File: src/rtl/viterbi_dec_ctrl.sv
// Frame sequencer for the radix-4 Viterbi decoder: symbol handshake, BMU/ACS
// strobe timing, survivor RAM write addressing and traceback launch.
module viterbi_dec_ctrl #(
  parameter int TB_DEPTH = 32,
  parameter int ADDR_W   = 5
) (
  input  logic              clk,
  input  logic              rst,
  input  logic              i_start,
  input  logic              i_abort,
  input  logic              i_sym_valid,
  input  logic              i_last_sym,
  input  logic              i_tb_done,
  output logic              o_sym_ready,
  output logic              o_en_dist,
  output logic              o_en_acs,
  output logic              o_acs_clr,
  output logic              o_sv_wr_en,
  output logic [ADDR_W-1:0] o_sv_wr_addr,
  output logic              o_tb_start,
  output logic [ADDR_W-1:0] o_tb_addr,
  output logic [ADDR_W:0]   o_tb_len,
  output logic              o_busy,
  output logic              o_done
);

  localparam logic [2:0] S_IDLE  = 3'd0;
  localparam logic [2:0] S_RUN   = 3'd1;
  localparam logic [2:0] S_DRAIN = 3'd2;
  localparam logic [2:0] S_TRACE = 3'd3;
  localparam logic [2:0] S_DONE  = 3'd4;

  localparam logic [ADDR_W:0] CNT_MAX = (ADDR_W+1)'(TB_DEPTH);

  logic [2:0]        state_q,     state_d;
  logic [ADDR_W:0]   sym_cnt_q,   sym_cnt_d;
  logic [ADDR_W-1:0] wr_addr_q,   wr_addr_d;
  logic              sym_ready_q, sym_ready_d;
  logic              en_dist_q,   en_dist_d;
  logic              en_acs_q,    en_acs_d;
  logic              acs_clr_q,   acs_clr_d;
  logic [ADDR_W-1:0] sv_addr_q,   sv_addr_d;
  logic              tb_start_q,  tb_start_d;
  logic [ADDR_W-1:0] tb_addr_q,   tb_addr_d;
  logic [ADDR_W:0]   tb_len_q,    tb_len_d;
  logic              busy_q,      busy_d;
  logic              done_q,      done_d;
  logic              accept;

  assign accept = i_sym_valid & sym_ready_q & (state_q == S_RUN);

  always_comb begin
    state_d     = state_q;
    sym_cnt_d   = sym_cnt_q;
    wr_addr_d   = wr_addr_q;
    sym_ready_d = 1'b0;
    en_dist_d   = 1'b0;
    en_acs_d    = en_dist_q;
    acs_clr_d   = 1'b0;
    sv_addr_d   = sv_addr_q;
    tb_start_d  = 1'b0;
    tb_addr_d   = tb_addr_q;
    tb_len_d    = tb_len_q;
    done_d      = 1'b0;

    // Write address is latched as the ACS strobe is issued, so back-to-back
    // symbols each see their own column.
    if (en_dist_q) begin
      sv_addr_d = wr_addr_q;
      wr_addr_d = wr_addr_q + 1'b1;
    end

    case (state_q)
      S_IDLE: begin
        if (i_start) begin
          acs_clr_d   = 1'b1;
          sym_cnt_d   = '0;
          wr_addr_d   = '0;
          sym_ready_d = 1'b1;
          state_d     = S_RUN;
        end
      end
      S_RUN: begin
        sym_ready_d = 1'b1;
        if (accept) begin
          en_dist_d = 1'b1;
          if (sym_cnt_q != CNT_MAX) sym_cnt_d = sym_cnt_q + 1'b1;
          if (i_last_sym) begin
            sym_ready_d = 1'b0;
            state_d     = S_DRAIN;
          end
        end
      end
      S_DRAIN: begin
        // Final write is in flight when en_acs is high with nothing behind it.
        if (en_acs_q && !en_dist_q) begin
          tb_start_d = 1'b1;
          tb_addr_d  = sv_addr_q;
          tb_len_d   = sym_cnt_q;
          state_d    = S_TRACE;
        end
      end
      S_TRACE: begin
        if (i_tb_done) begin
          done_d  = 1'b1;
          state_d = S_DONE;
        end
      end
      S_DONE:  state_d = S_IDLE;
      default: state_d = S_IDLE;
    endcase

    if (i_abort) begin
      state_d     = S_IDLE;
      sym_ready_d = 1'b0;
      en_dist_d   = 1'b0;
      en_acs_d    = 1'b0;
      acs_clr_d   = 1'b0;
      tb_start_d  = 1'b0;
      done_d      = 1'b0;
    end

    busy_d = (state_d != S_IDLE);
  end

  always_ff @(posedge clk or negedge rst) begin
    if (!rst) begin
      state_q     <= S_IDLE;
      sym_cnt_q   <= '0;
      wr_addr_q   <= '0;
      sym_ready_q <= 1'b0;
      en_dist_q   <= 1'b0;
      en_acs_q    <= 1'b0;
      acs_clr_q   <= 1'b0;
      sv_addr_q   <= '0;
      tb_start_q  <= 1'b0;
      tb_addr_q   <= '0;
      tb_len_q    <= '0;
      busy_q      <= 1'b0;
      done_q      <= 1'b0;
    end else begin
      state_q     <= state_d;
      sym_cnt_q   <= sym_cnt_d;
      wr_addr_q   <= wr_addr_d;
      sym_ready_q <= sym_ready_d;
      en_dist_q   <= en_dist_d;
      en_acs_q    <= en_acs_d;
      acs_clr_q   <= acs_clr_d;
      sv_addr_q   <= sv_addr_d;
      tb_start_q  <= tb_start_d;
      tb_addr_q   <= tb_addr_d;
      tb_len_q    <= tb_len_d;
      busy_q      <= busy_d;
      done_q      <= done_d;
    end
  end

  assign o_sym_ready  = sym_ready_q;
  assign o_en_dist    = en_dist_q;
  assign o_en_acs     = en_acs_q;
  assign o_sv_wr_en   = en_acs_q;
  assign o_acs_clr    = acs_clr_q;
  assign o_sv_wr_addr = sv_addr_q;
  assign o_tb_start   = tb_start_q;
  assign o_tb_addr    = tb_addr_q;
  assign o_tb_len     = tb_len_q;
  assign o_busy       = busy_q;
  assign o_done       = done_q;

endmodule
File: config.mk
export PLATFORM = sky130hd
export DESIGN_NAME = viterbi_dec_ctrl
export DESIGN_NICKNAME = d
export VERILOG_FILES = /design/src/rtl/viterbi_dec_ctrl.sv
export SDC_FILE = /design/constraint.sdc
export NUM_CORES = 1
export LEC_CHECK = 0
export ABC_AREA = 1
export ABC_CLOCK_PERIOD_IN_PS = 1400
export CORE_MARGIN = 2
export CORE_UTILIZATION = 30
export DETAILED_ROUTE_END_ITERATION = 7
export MAX_ROUTING_LAYER = met4
export SYNTH_ARGS = -nofsm -noshare
export SYNTH_HDL_FRONTEND = slang
export SYNTH_SLANG_ARGS = --single-unit
File: constraint.sdc
create_clock -name clk -period 1.4 [get_ports clk]
set_input_delay 0.42 -clock clk [delete_from_list [all_inputs] [get_ports clk]]
set_output_delay 0.42 -clock clk [all_outputs]
set_load 0.01 [all_outputs]
==> results of run 1 <==
path summary, 6_finish.rpt:
| kind | startpoint | end | slack [ns] | cells after the start |
|---|---|---|---|---|
| max in group asynchronous | rst | sym_cnt_q[0]$_DFFE_PN0P_ | 1.11 | 2 |
| min reg2reg | o_tb_addr[2]$_DFFE_PN0P_ | o_tb_addr[2]$_DFFE_PN0P_ | 0.48 | 2 |
| max | o_tb_len[5]$_DFFE_PN0P_ | o_tb_len[5] | 0.03 | 1 |
| min in group clk | o_tb_addr[2]$_DFFE_PN0P_ | o_tb_addr[2]$_DFFE_PN0P_ | 0.48 | 2 |
| max reg2reg | sym_cnt_q[0]$_DFFE_PN0P_ | sym_cnt_q[2]$_DFFE_PN0P_ | 0.09 | 8 |
| min | rst | o_acs_clr$_DFF_PN0_ | 0.08 | 2 |
placed cells by master, fill, tap and decap left out, types with 4 or more instances in the layout:
cell and instances:
a21oi_1 4, buf_4 19, clkbuf_8 6, clkdlybuf4s15_1 14, clkdlybuf4s50_1 5, dfrtp_1 36
dlygate4sd2_1 10, inv_1 23, nand2_1 38, nand2_2 8, nand3_1 8, nor2_1 16
nor3_1 4, o21ai_0 8, o21ai_2 13
worst register-to-register path: stages, from the launching register on:
cell	delay [ns]
dfrtp_2	0.44
inv_1	0.08
ha_1	0.16
nand4_1	0.12
nand3_2	0.10
buf_12	0.14
inv_1	0.06
nand2_1	0.06
nand2_1	0.04
area by class of cell:
cell class	count	area, um^2
Clock inverter	2	37.5
Multi-Input combinational cell	118	646
Clock buffer	6	82.6
Timing Repair Buffer	51	465
Fill cell	570	3190
Sequential cell	37	927
Tap cell	72	90.1
Inverter	27	104
what timing repair did:
action                                  CTS  global route
endpoints found under the setup margin   24            15
buffers inserted                          2             5
gates cloned                              0             0
hold endpoints to repair                  0             0
gates resized for setup                  30            11
state kept, by name, indices dropped and copies added, names as in the netlist:
name,flops
o_tb_start,1
o_en_dist,1
o_en_acs,1
o_tb_len,6
sym_cnt_q,6
o_sv_wr_addr,5
o_acs_clr,1
o_tb_addr,5
o_busy,1
state_q,3
o_done,1
wr_addr_q,5
o_sym_ready,1
power by group:
| group | internal, mW | leakage, nW | switching, mW |
|---|---|---|---|
| clock | 0.579 | 0.0574 | 0.385 |
| sequential | 1.09 | 0.510 | 0.0201 |
| combinational | 0.116 | 0.627 | 0.136 |
layer usage:
layer  up-vias  share of wire [%]
met3         6                4.9
met5         -                  0
li1        690                  -
met1       631                 45
met4         0                1.5
met2        38                 48
synthesized netlist by cell type, types with 2 or more instances:
master / instances
inv_1: 23
xor2_1: 2
nand2_1: 38
nor2_2: 2
a21oi_1: 4
or2_2: 2
ha_1: 3
o21ai_2: 13
nor3_1: 4
nand4_1: 3
buf_6: 3
inv_2: 4
xnor2_1: 2
nand2_2: 8
nand3_1: 8
o21ai_0: 8
dfrtp_1: 37
nor2_1: 16
logic make-up (layout without fill, tap and decap cells):
group | count (synthesis) | count (layout) | share of synthesized area (%)
compound gates | 27 | 27 | 11.0
flops | 37 | 37 | 53.7
fa+ha+maj | 3 | 3 | 2.18
simple gates | 84 | 84 | 22.3
buf+inv | 33 | 86 | 8.79
xor+xnor | 4 | 4 | 2.03
metrics by stage:
| step | hold slack (ns) | setup slack (ns) | instance area, um^2 |
|---|---|---|---|
| after floorplan | 0.124 | 0.184 | 1720 |
| after global placement | 0.400 | -0.165 | 2190 |
| after detailed placement | 0.405 | -0.192 | 2190 |
| after CTS | 0.0903 | 0.00272 | 2300 |
| after global routing | 0.0903 | -0.00647 | 2350 |
| final | 0.0782 | 0.0284 | 2350 |
==> flow_summary.json, run 1 <==
{
  "fin_crit_ns": 1.37,
  "cts_buffers": 5,
  "synthFlopType": "dfrtp_1",
  "vias": 1365,
  "hp-class": "input pin to asynchronous set/reset pin",
  "rows": 27,
  "instances_no_fill": 313,
  "critical_path_required_ns": 0.98,
  "cp_cell_sequence": "dlygate4sd2_1",
  "htreeDepth": 2,
  "track_usage_pct": 12.1,
  "grt_pass1_vias": 1280,
  "crit_family": "flip-flops",
  "syn2layout_area_growth_pct": 36.5,
  "grt_util_met1_pct": 14.3,
  "cp_num_buf_inv": 1,
  "avgSynthCellArea_um2": 9.16,
  "status": "complete, no violations",
  "wl_per_cell_um": 11.0,
  "p_per_area_nw_per_um2": 990,
  "final_antenna_net_count": 0,
  "num_antenna_cells": 0,
  "ys_seq_area_share_pct": 53.7,
  "layout.nets": 250,
  "dr.pass1.iters": 4,
  "relSlewSlack_pct": 78.8,
  "cts_tree": "yes",
  "hpwl_um": 2460,
  "fmax_mhz": 729,
  "tritoncts_num_sinks": 37,
  "mappedNetlistArea_um2": 1720,
  "yosysWarnings": 0,
  "fin_crit_sh_pct": 98.0,
  "max_cap_viol_count": 0,
  "worst_ep_arrival_time_ns": 0.95,
  "core_um2": 5540,
  "io_pins": 31,
  "place_congestion": 0.849,
  "vdd_drop_max_mv": 0.578,
  "path_max_fanout": 2,
  "clk_latency_ns": 0.29,
  "cts_hold_buf": 0,
  "tightest_slew_ns": 0.316,
  "cts_buffer_depth": 2,
  "initialDrtViolationCount": 39,
  "die_x_um": 79.8,
  "syn_nets": 198,
  "p_leak_nw": 1.19,
  "synth.top_cell.area_share_pct": 53.7,
  "slowest_stage": "dfrtp_1",
  "critPathMaxStageDelay_ns": 0.38,
  "routed_wl_um": 3450,
  "postSynthCellCount": 188,
  "synth_edf_count": 0,
  "clk_pin_slew_worst_paths_ns": 0.08,
  "grt.busiest_layer": "met2",
  "total_power_mw": 2.33,
  "drive_gt1_share_pct": 25.7,
  "crit_type": "register to output pin",
  "initial_core_util_pct": 31.1,
  "slew_viol_final": 0,
  "yosysUniqueCellTypes": 26,
  "fin_worst_skew_ns": 0.00860,
  "vias_per_cell": 4.36,
  "drc": 0,
  "synth_area_leaders": "dfrtp_1 54%, nand2_1 8.3%, o21ai_2 6.6%, inv_1 5.0%, nor2_1 3.5%",
  "setup_tns_ns": 0,
  "startpoint_type": "register",
  "grt_overflow": 0,
  "met3_usage_pct": 3.96,
  "dp.cells": 298,
  "die_area_um2": 6360,
  "grt_max_degree": 38,
  "port_buffers": 30,
  "async_flop_share_pct": 100,
  "met2_usage_pct": 19.3,
  "endpoint_kind": "output pin",
  "synth_seq_cells": 37,
  "die_h_um": 79.8,
  "yosys.area.top_type": "dfrtp_1",
  "antenna_found_initial": 0,
  "finalSetupViolations": 0,
  "grt_pass1_wl_um": 5750,
  "final_util_pct": 42.5,
  "finalHoldViolations": 0,
  "root_buffer": "clkbuf_8"
}
No activity file was read; power rests on OpenSTA's default activity.
==> run 2: changes to the inputs <==
- CORE_UTILIZATION: 30 -> 35
==> run 2 against run 1 <==
  * Via count down 7.5%
  * Register-to-register slack hardly changed
  * Non-clock buffer count shrank 8
  * Combinational power fell by 8.4%
  * Flip-flop and latch count is the same
  * Cell count shrank 4.2%
  * Core utilization increased by 6.0 points
  * Critical path depth unchanged
  * Power grew 4.3%
  * Critical path type unchanged
  * Largest power group unchanged
==> flow_summary.json, run 2 (synthesized netlist as in run 1, its figures left out) <==
{
  "slew_viol_final": 0,
  "power_frac_comb_pct": 9.4,
  "finalSetupViolations": 0,
  "cp.depth": 1,
  "fillers": 455,
  "pre_cts_slack_ns": -0.227,
  "clk_pin_slew_worst_paths_ns": 0.07,
  "place_congestion": 0.743,
  "setup_tns_ns": 0,
  "total_power_mw": 2.43,
  "endpoint": "o_en_acs",
  "multiInputGateArea_um2": 646,
  "critPathMaxStageDelay_ns": 0.39,
  "clk_latency_ns": 0.28,
  "dr.pass1.iters": 4,
  "fin_area_um2": 2290,
  "die_h_um": 74.2,
  "cts_buffer_depth": 2,
  "final_cell_mix": "38 x nand2_1, 36 x dfrtp_1, 23 x inv_1",
  "layout.nets": 242,
  "port_buffers": 30,
  "crit_type": "register to output pin",
  "vias_per_cell": 4.21,
  "worst_ep_arrival_time_ns": 0.97,
  "swShare_pct": 21.7,
  "hp-class": "register to register",
  "grt_pass1_vias": 1210,
  "die_area_um2": 5500,
  "final_antenna_net_count": 0,
  "cts_tree": "yes",
  "initialDrtViolationCount": 78,
  "p_sw_uw": 527,
  "syn2layout_area_growth_pct": 33.0,
  "fmax_mhz": 722,
  "p_seq_share_pct": 46.0,
  "placed_area_um2": 2160,
  "slowest_stage": "dfrtp_1",
  "htreeDepth": 2,
  "final_util_pct": 48.5,
  "grt_overflow": 0,
  "fin_crit_ns": 1.39,
  "die_x_um": 74.2,
  "cts_buffers": 5,
  "initial_core_util_pct": 36.5,
  "wl_per_cell_um": 10.5,
  "startpoint_type": "register",
  "hpwl_um": 2350,
  "relSlewSlack_pct": 71.5,
  "fin_crit_sh_pct": 98.9,
  "rows": 25,
  "cp_num_buf_inv": 1,
  "regArea_um2": 927,
  "status": "complete, no violations",
  "routed_wl_um": 3150,
  "instances_no_fill": 300,
  "rr_startpoint": "sym_cnt_q[1]$_DFFE_PN0P_",
  "vdd_drop_max_mv": 0.404,
  "timing.hold.ws_ns": 0.477,
  "endpoint_kind": "output pin",
  "core_um2": 4720,
  "power_frac_clock_pct": 44.5,
  "dp.cells": 291,
  "grt_pass1_wl_um": 5590,
  "critPathLaunch": "o_en_acs$_DFF_PN0_",
  "tritoncts_num_sinks": 37,
  "max_cap_viol_count": 0,
  "antenna_found_initial": 0,
  "r2r_slack_ns": 0.08,
  "grt_max_degree": 38,
  "finalHoldViolations": 0,
  "vias": 1263,
  "io_pins": 31,
  "layout_commonest_cell": "nand2_1",
  "path_max_fanout": 3,
  "critical_path_required_ns": 0.98,
  "rsz0062_at_grt": "yes",
  "tightest_slew_ns": 0.427,
  "drc": 0,
  "crit_family": "flip-flops",
  "num_antenna_cells": 0,
  "setup_slack_ns": 0.0150,
  "root_buffer": "clkbuf_8",
  "drive_gt1_share_pct": 22.7,
  "fin_worst_skew_ns": 0.00444,
  "ff2ff_path_depth": 7,
  "intPower_mw": 1.90,
  "p_leak_nw": 1.15,
  "worstReg2RegEnd": "sym_cnt_q[4]$_DFFE_PN0P_",
  "cp_cell_sequence": "dlygate4sd2_1",
  "track_usage_pct": 14.0,
  "p_per_area_nw_per_um2": 1060
}
run 2: layout make-up:
| class | count | share of cell area, % |
|---|---|---|
| Clock buffer | 5 | 3.00 |
| Clock inverter | 3 | 2.84 |
| Inverter | 27 | 4.42 |
| Multi-Input combinational cell | 118 | 28.2 |
| Sequential cell | 37 | 40.5 |
| Tap cell | 67 | 3.66 |
| Timing Repair Buffer | 43 | 17.4 |
run 2: repair_timing:
action | 4_1_cts | 5_1_grt
cloned | 0 | 0
resized for setup | 25 | 16
hold buffers | 0 | 0
pin swaps | 0 | 0
buffers inserted | 0 | 1
setup endpoints to repair | 24 | 25
endpoints found under the hold margin | 0 | 0
run 2: metal layers:
layer	track usage (%)	vias to the layer above	share of wire, %
met3	4.47	2	4.2
met2	21.9	22	47
met4	4.24	0	0.54
li1	-	678	-
met5	-	-	0
met1	17.4	561	48
run 2: worst min path at each step:
| stage | depth (start not counted) | end | slack [ns] | start |
|---|---|---|---|---|
| after CTS | 2 | o_tb_len[3]$_DFFE_PN0P_ | 0.48 | o_tb_len[3]$_DFFE_PN0P_ |
| after global placement | 2 | o_tb_len[3]$_DFFE_PN0P_ | 0.46 | o_tb_len[3]$_DFFE_PN0P_ |
| after global routing | 2 | o_tb_addr[2]$_DFFE_PN0P_ | 0.51 | o_tb_addr[2]$_DFFE_PN0P_ |
| after floorplan | 0 | o_acs_clr$_DFF_PN0_ | 0.12 | rst |
| after detailed placement | 2 | o_tb_len[2]$_DFFE_PN0P_ | 0.47 | o_tb_len[2]$_DFFE_PN0P_ |
| final | 2 | o_tb_len[3]$_DFFE_PN0P_ | 0.48 | o_tb_len[3]$_DFFE_PN0P_ |
run 2: worst min-delay path, delay by kind of cell, from the launching register on:
kind	cells	cell delay, ns
DFF	1	0.35
and+or+nand+nor	2	0.10
run 2: power groups by stage:
stage                     registers [mW]  clock network, mW  logic [mW]
final                               1.12               1.08       0.230
after global routing                1.12               1.18       0.260
after CTS                           1.12               1.11       0.233
after detailed placement            1.14                  0       0.240
after global placement              1.14                  0       0.239
after floorplan                     1.14                  0       0.115
==> run 3: changes to the inputs <==
- CORE_MARGIN: 2 -> 3
==> run 3 against run 2 <==
  * Cell count is 0.33% higher
  * Sequential power about the same
  * Worst hold slack worse by 0.39 ns
  * Setup slack improved by 0.020 ns
==> flow_summary.json, run 3 (synthesized netlist as in run 1, its figures left out) <==
{
  "antenna_found_initial": 0,
  "initialDrtViolationCount": 77,
  "fin_crit_ns": 1.37,
  "port_buffers": 30,
  "cts_buffers": 5,
  "final_cell_mix": "38 x nand2_1, 37 x dfrtp_1, 22 x inv_1",
  "fin_worst_skew_ns": 0.00463,
  "p_per_area_nw_per_um2": 916,
  "regArea_um2": 926,
  "vdd_drop_max_mv": 0.389,
  "r2r_slack_ns": 0.13,
  "crit_family": "flip-flops",
  "multiInputGateArea_um2": 646,
  "drive_gt1_share_pct": 24.2,
  "p_leak_nw": 1.15,
  "setup_slack_ns": 0.0348,
  "grt_pass1_wl_um": 6080,
  "vias": 1310,
  "wl_per_cell_um": 11.0,
  "drc": 0,
  "status": "complete, no violations",
  "io_pins": 31,
  "pre_cts_slack_ns": -0.195,
  "path_max_fanout": 2,
  "crit_type": "register to output pin",
  "clk_pin_slew_worst_paths_ns": 0.07,
  "grt_pass1_vias": 1286,
  "cp_cell_sequence": "dlygate4sd2_1",
  "dr.pass1.iters": 4,
  "final_antenna_net_count": 0,
  "tritoncts_num_sinks": 37,
  "slowest_stage": "dfrtp_1",
  "critical_path_required_ns": 0.98,
  "die_x_um": 76.2,
  "worst_ep_arrival_time_ns": 0.95,
  "routed_wl_um": 3320,
  "initial_core_util_pct": 37.7,
  "fin_crit_sh_pct": 97.5,
  "ff2ff_path_depth": 8,
  "num_antenna_cells": 0,
  "track_usage_pct": 13.6,
  "die_h_um": 76.2,
  "slew_viol_final": 0,
  "htreeDepth": 2,
  "total_power_mw": 2.08,
  "cts_buffer_depth": 2,
  "finalSetupViolations": 0,
  "die_area_um2": 5800,
  "rsz0062_at_grt": "no",
  "core_um2": 4560,
  "startpoint_type": "register",
  "rr_startpoint": "sym_cnt_q[0]$_DFFE_PN0P_",
  "endpoint_kind": "output pin",
  "layout_commonest_cell": "nand2_1",
  "hp-class": "input pin to asynchronous set/reset pin",
  "grt_overflow": 0,
  "placed_area_um2": 2180,
  "syn2layout_area_growth_pct": 32.0,
  "clk_latency_ns": 0.29,
  "tightest_slew_ns": 0.258,
  "max_cap_viol_count": 0,
  "fmax_mhz": 732,
  "fillers": 444,
  "place_congestion": 0.830,
  "finalHoldViolations": 0,
  "cp_num_buf_inv": 1,
  "critPathMaxStageDelay_ns": 0.38,
  "worstReg2RegEnd": "sym_cnt_q[2]$_DFFE_PN0P_",
  "rows": 24,
  "relSlewSlack_pct": 82.8,
  "layout.nets": 245,
  "cts_tree": "yes",
  "setup_tns_ns": 0,
  "final_util_pct": 49.8,
  "hpwl_um": 2430,
  "vias_per_cell": 4.35,
  "fin_area_um2": 2270,
  "root_buffer": "clkbuf_8",
  "grt_max_degree": 38
}
[run 3: cell types whose count changed in the layout (fill, tap and decap cells not counted), sizes merged]
cell / before / now
clkdlybuf4s15: 15 / 16
clkdlybuf4s50: 6 / 5
clkinv: 1 / 2
bufinv: 2 / 0
buf: 13 / 17
dlygate4sd2: 9 / 8
clkinvlp: 0 / 1
[run 3: power by group]
group          internal (mW)  switching [mW]  leakage [nW]
logic                  0.113           0.134         0.592
registers               1.09          0.0203         0.511
clock network          0.343           0.378        0.0439
[run 3: worst reg2reg max path, stage by stage, from the launching register on]
cell and delay (ns):
dfrtp_1 0.44, inv_2 0.08, ha_1 0.15, nand4_1 0.11, nand3_2 0.10, buf_12 0.14
inv_1 0.06, nand2_1 0.06, nand2_1 0.04
[run 3: area by class of cell]
cell class	instances	share of cell area, %
Clock buffer	5	3.03
Clock inverter	3	0.771
Inverter	27	4.57
Multi-Input combinational cell	118	28.4
Sequential cell	37	40.7
Tap cell	65	3.58
Timing Repair Buffer	46	18.9
[run 3: worst max-delay path by stage]
stage	start	end	slack (ns)	depth (start not counted)
after CTS	o_tb_addr[1]$_DFFE_PN0P_	o_tb_addr[1]	0.002	1
after global routing	o_sv_wr_addr[0]$_DFFE_PN0P_	o_sv_wr_addr[0]	0.003	1
final	o_sv_wr_addr[0]$_DFFE_PN0P_	o_sv_wr_addr[0]	0.03	1
after detailed placement	i_sym_valid	o_busy$_DFF_PN0_	-0.19	6
after floorplan	sym_cnt_q[0]$_DFFE_PN0P_	sym_cnt_q[5]$_DFFE_PN0P_	0.18	7
after global placement	i_sym_valid	o_busy$_DFF_PN0_	-0.17	6
[run 3: timing repair]
action	CTS	global route
gates resized for setup	27	17
buffers inserted	0	2
setup endpoints to repair	24	22
hold buffers	0	0
[run 3: layer usage]
layer / share of wire (%) / GRT usage (%)
met5: 0 / -
met4: 1.7 / 5.98
met3: 3.6 / 4.49
met2: 48 / 21.5
met1: 47 / 15.9
[run 3: metrics by stage]
step | hold slack [ns] | instances
after floorplan | 0.124 | 188
final | 0.0866 | 301
after detailed placement | 0.400 | 291
after global placement | 0.400 | 291
after global routing | 0.0934 | 301
after CTS | 0.0854 | 299
